$ cat src/rtl/wb_arbiter_if.sv
// Writeback arbiter bus: pipeline result (A), long-latency result (B),
// pending-register query and the register-file write port.
interface wb_arbiter_if #(
  parameter int ADDR_W = 5,
  parameter int DATA_W = 32,
  parameter int CNT_W  = 16
);
  logic              a_valid;
  logic [ADDR_W-1:0] a_addr;
  logic [DATA_W-1:0] a_data;
  logic              b_valid;
  logic              b_ready;
  logic [ADDR_W-1:0] b_addr;
  logic [DATA_W-1:0] b_data;
  logic [ADDR_W-1:0] q_addr;
  logic              q_pending;
  logic              w_enable;
  logic [ADDR_W-1:0] w_addr;
  logic [DATA_W-1:0] w_data;
  logic [CNT_W-1:0]  starve_cnt;

  modport slave (
    input  a_valid, a_addr, a_data, b_valid, b_addr, b_data, q_addr,
    output b_ready, q_pending, w_enable, w_addr, w_data, starve_cnt
  );

  modport master (
    output a_valid, a_addr, a_data, b_valid, b_addr, b_data, q_addr,
    input  b_ready, q_pending, w_enable, w_addr, w_data, starve_cnt
  );
endinterface

$ cat src/rtl/wb_arbiter.sv
// Writeback arbiter: the pipeline (A) always wins the register-file port; long-latency
// results (B) wait in a small FIFO that drains whenever A is idle.
module wb_arbiter #(
  parameter int DEPTH  = 2,
  parameter int ADDR_W = 5,
  parameter int DATA_W = 32,
  parameter int CNT_W  = 16
) (
  input  logic         clk,
  input  logic         rst,
  wb_arbiter_if.slave  bus
);

  localparam int PTR_W = (DEPTH > 1) ? $clog2(DEPTH) : 1;
  localparam int CNT_F = PTR_W + 1;
  localparam logic [CNT_F-1:0] FULL = CNT_F'(DEPTH);

  typedef logic [ADDR_W-1:0] regid_t;
  typedef logic [DATA_W-1:0] word_t;

  typedef struct packed {
    regid_t addr;
    word_t  data;
  } entry_t;

  entry_t            mem [DEPTH];
  logic [PTR_W-1:0]  rd_ptr, wr_ptr;
  logic [CNT_F-1:0]  count;
  logic              push, pop;
  entry_t            head;
  logic              q_hit;

  logic              w_enable_q;
  regid_t            w_addr_q;
  word_t             w_data_q;
  logic [CNT_W-1:0]  starve_q;

  // Ready looks only at the registered count, so a pop never makes room for a same-cycle push.
  assign bus.b_ready = !rst && (count != FULL);
  assign push        = bus.b_valid && bus.b_ready;
  assign pop         = !bus.a_valid && (count != '0);
  assign head        = mem[rd_ptr];

  // An entry is live when its distance from rd_ptr is below count; wrap is free since DEPTH is 2^n.
  always_comb begin
    logic [PTR_W-1:0] off;
    q_hit = 1'b0;
    off   = '0;
    for (int i = 0; i < DEPTH; i++) begin
      off = PTR_W'(i) - rd_ptr;
      if (({1'b0, off} < count) && (mem[i].addr == bus.q_addr))
        q_hit = 1'b1;
    end
  end

  assign bus.q_pending = q_hit && (bus.q_addr != '0);

  // NOTE: FIFO storage has no reset; count/pointers define which slots are live,
  // so clearing the array would only cost reset fan-out.
  always_ff @(posedge clk) begin
    if (push)
      mem[wr_ptr] <= '{addr: bus.b_addr, data: bus.b_data};
  end

  // NOTE: all sequential state uses non-blocking assignment so every register
  // samples pre-edge values regardless of statement order.
  always_ff @(posedge clk) begin
    if (rst) begin
      rd_ptr <= '0;
      wr_ptr <= '0;
      count  <= '0;
    end else begin
      if (push) wr_ptr <= wr_ptr + 1'b1;
      if (pop)  rd_ptr <= rd_ptr + 1'b1;
      case ({push, pop})
        2'b10:   count <= count + 1'b1;
        2'b01:   count <= count - 1'b1;
        default: count <= count;
      endcase
    end
  end

  // Register zero is consumed like any other destination but never enables a write.
  always_ff @(posedge clk) begin
    if (rst) begin
      w_enable_q <= 1'b0;
      w_addr_q   <= '0;
      w_data_q   <= '0;
    end else if (bus.a_valid) begin
      w_enable_q <= (bus.a_addr != '0);
      w_addr_q   <= bus.a_addr;
      w_data_q   <= bus.a_data;
    end else if (pop) begin
      w_enable_q <= (head.addr != '0);
      w_addr_q   <= head.addr;
      w_data_q   <= head.data;
    end else begin
      w_enable_q <= 1'b0;
    end
  end

  always_ff @(posedge clk) begin
    if (rst)
      starve_q <= '0;
    else if (bus.a_valid && (count != '0) && (starve_q != '1))
      starve_q <= starve_q + 1'b1;
  end

  assign bus.w_enable   = w_enable_q;
  assign bus.w_addr     = w_addr_q;
  assign bus.w_data     = w_data_q;
  assign bus.starve_cnt = starve_q;

endmodule

$ cat src/flat_wrapper.sv
// flat-port wrapper written by rule: the top's interface ports become plain ports
module wb_arbiter_flat 
#(
  parameter int DEPTH  = 2,
  parameter int ADDR_W = 5,
  parameter int DATA_W = 32,
  parameter int CNT_W  = 16
)
  (clk, rst, bus_a_valid, bus_a_addr, bus_a_data, bus_b_valid, bus_b_addr, bus_b_data, bus_q_addr, bus_b_ready, bus_q_pending, bus_w_enable, bus_w_addr, bus_w_data, bus_starve_cnt);
  wb_arbiter_if #(.ADDR_W(ADDR_W), .DATA_W(DATA_W), .CNT_W(CNT_W)) bus_i ();
  input  logic clk;
  input  logic rst;
  input wire logic [$bits(bus_i.a_valid)-1:0] bus_a_valid;
  input wire logic [$bits(bus_i.a_addr)-1:0] bus_a_addr;
  input wire logic [$bits(bus_i.a_data)-1:0] bus_a_data;
  input wire logic [$bits(bus_i.b_valid)-1:0] bus_b_valid;
  input wire logic [$bits(bus_i.b_addr)-1:0] bus_b_addr;
  input wire logic [$bits(bus_i.b_data)-1:0] bus_b_data;
  input wire logic [$bits(bus_i.q_addr)-1:0] bus_q_addr;
  output wire logic [$bits(bus_i.b_ready)-1:0] bus_b_ready;
  output wire logic [$bits(bus_i.q_pending)-1:0] bus_q_pending;
  output wire logic [$bits(bus_i.w_enable)-1:0] bus_w_enable;
  output wire logic [$bits(bus_i.w_addr)-1:0] bus_w_addr;
  output wire logic [$bits(bus_i.w_data)-1:0] bus_w_data;
  output wire logic [$bits(bus_i.starve_cnt)-1:0] bus_starve_cnt;
  assign bus_i.a_valid = bus_a_valid;
  assign bus_i.a_addr = bus_a_addr;
  assign bus_i.a_data = bus_a_data;
  assign bus_i.b_valid = bus_b_valid;
  assign bus_i.b_addr = bus_b_addr;
  assign bus_i.b_data = bus_b_data;
  assign bus_i.q_addr = bus_q_addr;
  assign bus_b_ready = bus_i.b_ready;
  assign bus_q_pending = bus_i.q_pending;
  assign bus_w_enable = bus_i.w_enable;
  assign bus_w_addr = bus_i.w_addr;
  assign bus_w_data = bus_i.w_data;
  assign bus_starve_cnt = bus_i.starve_cnt;
  wb_arbiter #(.DEPTH(DEPTH), .ADDR_W(ADDR_W), .DATA_W(DATA_W), .CNT_W(CNT_W)) u_core (.clk(clk), .rst(rst), .bus(bus_i));
endmodule
$ cat config.mk
export PLATFORM = sky130hd
export DESIGN_NAME = wb_arbiter_flat
export DESIGN_NICKNAME = d
export VERILOG_FILES = /design/src/rtl/wb_arbiter_if.sv /design/src/rtl/wb_arbiter.sv /design/src/flat_wrapper.sv
export SDC_FILE = /design/constraint.sdc
export NUM_CORES = 1
export LEC_CHECK = 0
export ABC_AREA = 1
export CORE_ASPECT_RATIO = 1.1
export CORE_UTILIZATION = 30
export DETAILED_ROUTE_END_ITERATION = 8
export GPL_TIMING_DRIVEN = 1
export PLACE_DENSITY_LB_ADDON = 0.1
export SYNTH_ARGS = -nofsm -noshare
export SYNTH_HDL_FRONTEND = slang
export SYNTH_SLANG_ARGS = --single-unit
$ cat constraint.sdc
create_clock -name clk -period 4.9 [get_ports clk]
set_input_delay 1.47 -clock clk [delete_from_list [all_inputs] [get_ports clk]]
set_output_delay 1.47 -clock clk [all_outputs]
set_load 0.01 [all_outputs]
==> impl_metrics.tcl <==
set metrics [dict create \
    status "complete, no violations" \
    ys_types 30 \
    cts_buffers 17 \
    worstPathMaxFanout 4 \
    hold_violations 0 \
    slowest_delay_ns 0.54 \
    path_cells "clkdlybuf4s50_1 -> or2_2 -> a21oi_1 -> nand3_1 -> a21oi_1 -> clkdlybuf4s50_1" \
    start_util 0.310 \
    p_leak_uw 0.00305 \
    path_clk_slew_ns 0.06 \
    ioPinCount 139 \
    cts_max_level 4 \
    first_pass_iters 4 \
    relSlewSlack 0.348 \
    die-area_mm2 0.0199 \
    final_common_cell "nand2_1" \
    clock_latency_ns 0.40 \
    cts-hold-fix-buffers 0 \
    cp.required_ns 3.43 \
    cp_slowest_cell "clkdlybuf4s50_1" \
    grt_pass1_vias 4648 \
    drc_errors 0 \
    drive_above_1_share 0.0762 \
    syn-num-nets 724 \
    synthArstFlopShare 0 \
    setup.worst_path.class "in2out" \
    gp_congestion 0.862 \
    layout_common_cells "nand2_1, clkdlybuf4s50_1, inv_1, edfxtp_1, nor2_1" \
    hp-class "reg2reg" \
    core_mm2 0.0187 \
    row_count 52 \
    port_buffers 138 \
    syn_area_mm2 0.00579 \
    hold_slack_ns 0.496 \
    postCtsSetupRepairBufs 0 \
    cts.sinks 133 \
    layout.nets 859 \
    grt_pass1_wl_um 23900 \
    viasPerCell 4.53 \
    area_growth_pct 37.0 \
    drt_iter0_drc 213 \
    antenna_cells 0 \
    root_buffer "clkbuf_16" \
    grt_max_degree 57 \
    routedWlPerCell_um 14.4 \
    worstSetupStartpointType "primary input" \
    finalSetupViolations 0 \
    cts_buffer_depth 2 \
    grtUsageTotal 0.157 \
    hpwlAfterDp_um 10300 \
    die_h_um 148 \
    finClkSkew_ns 0.00646 \
    fin_crit_ns 4.64 \
    design_area_mm2 0.00793 \
    synthCells 639 \
    vias 4669 \
    cp-end-kind "primary output" \
    final-max-slew-violation-count 0 \
    fin_crit_sh 0.946 \
    fmax_mhz 216 \
    dpl_cell_area_mm2 0.00738 \
    p_per_area_mw_per_mm2 422 \
    antenna_found_initial 0 \
    drv_cap 0 \
    ys_ff_latch 133 \
    grt_overflow_total 0 \
    cts_tree "yes" \
    critical_path_buf_inv_count 2 \
    synth_edf_count 74 \
    finalSetupTns_ns 0 \
    ant_nets 0 \
    tightest_slew_ns 0.978 \
    cp_data_arrival_time_ns 3.17 \
    ys_warn_count 0 \
    ys_seq_area_frac 0.588 \
    peakVddDrop_uv 219 \
    die_w_um 134 \
    drt_wl_total_um 14800 \
    path_delay_family "buffers and inverters" \
    rsz0062_at_grt "no" \
    ys.flop_type "edfxtp_1" \
    syn_area_per_cell_um2 9.06 \
    cts-resized-gates 0 \
]
==> layout make-up <==
class                           instances  area (um2)
Timing Repair Buffer                  144        1420
Inverter                               82         310
Fill cell                            1809       10700
Multi-Input combinational cell        396        1940
Sequential cell                       133        3400
Clock buffer                           23         448
Tap cell                              243         304
Clock inverter                          9         106
==> state kept, by name (all words and copies together), names as in the netlist, named ones only <==
| register | cells |
|---|---|
| u_core.count | 2 |
| u_core.bus.w_data | 32 |
| u_core.bus.w_enable | 1 |
| u_core.mem | 74 |
| u_core.bus.w_addr | 5 |
| u_core.wr_ptr | 1 |
| u_core.bus.starve_cnt | 16 |
| u_core.rd_ptr | 1 |
==> metal layers <==
| layer | routed length, um | GRT usage | part of all wire |
|---|---|---|---|
| met1 | 6740 | 0.193 | 0.45 |
| met3 | 688 | 0.0456 | 0.046 |
| met2 | 7230 | 0.266 | 0.49 |
| met4 | 165 | 0.0449 | 0.011 |
| met5 | 0 | 0 | 0 |
==> logic make-up (layout without fill, tap and decap cells) <==
kind of cell             after synthesis  in the layout  synth area share
AO/OA/AOI/OAI                        121            121             0.120
buffers and inverters                110            258            0.0810
flip-flops                           133            133             0.588
XOR/XNOR                               4              4           0.00605
AND/OR/NAND/NOR                      269            269             0.201
adder cells (fa/ha/maj)                2              2           0.00432
==> cells in the mapped netlist, types with 4 or more instances <==
library cell | number | area share
edfxtp_1 | 74 | 0.38
nor2_2 | 4 | 0.0043
a21oi_1 | 52 | 0.045
o211ai_1 | 32 | 0.041
inv_1 | 77 | 0.050
clkbuf_1 | 10 | 0.0065
nand2_1 | 150 | 0.097
dfxtp_1 | 59 | 0.20
nor3_1 | 5 | 0.0043
xor2_1 | 4 | 0.0060
nand3_2 | 5 | 0.0086
inv_2 | 4 | 0.0026
nor2_1 | 63 | 0.041
nand3_1 | 28 | 0.024
a31oi_1 | 9 | 0.0097
o21ai_0 | 25 | 0.022
buf_6 | 5 | 0.0097
buf_2 | 10 | 0.0086
==> report_power, final <==
| part | switching, uW | leakage, uW | internal, uW | total (uW) |
|---|---|---|---|---|
| clock network | 454 | 0.000261 | 747 | 1200 |
| logic | 431 | 0.00163 | 324 | 755 |
| registers | 83.7 | 0.00116 | 1310 | 1390 |
==> stage by stage <==
step / utilization / total power [uW] / setup WS [ns] / cells
finish: 0.425 / 3350 / 0.263 / 1030
global route: 0.425 / 3540 / 0.168 / 1030
detailed placement: 0.395 / 2180 / 0.266 / 998
floorplan: - / 1840 / 0.844 / 639
CTS: 0.425 / 3400 / 0.263 / 1030
global placement: 0.395 / 2170 / 0.291 / 998
==> worst paths after layout <==
kind / depth (start not counted) / startpoint / slack, ns / end
min reg2reg: 2 / u_core.bus.w_data[14] / 0.50 / u_core.bus.w_data[14]
min: 2 / u_core.bus.w_data[14] / 0.50 / u_core.bus.w_data[14]
max: 6 / bus_q_addr[4] / 0.26 / bus_q_pending
max reg2reg: 5 / u_core.count[0] / 2.70 / u_core.mem[1][34]
==> tightest hold or removal path: stages, from the launching register on <==
cell and delay [ns]:
dfxtp_1 0.31, nand2_1 0.06, a31oi_1 0.07
No activity file was read; power rests on OpenSTA's default activity.
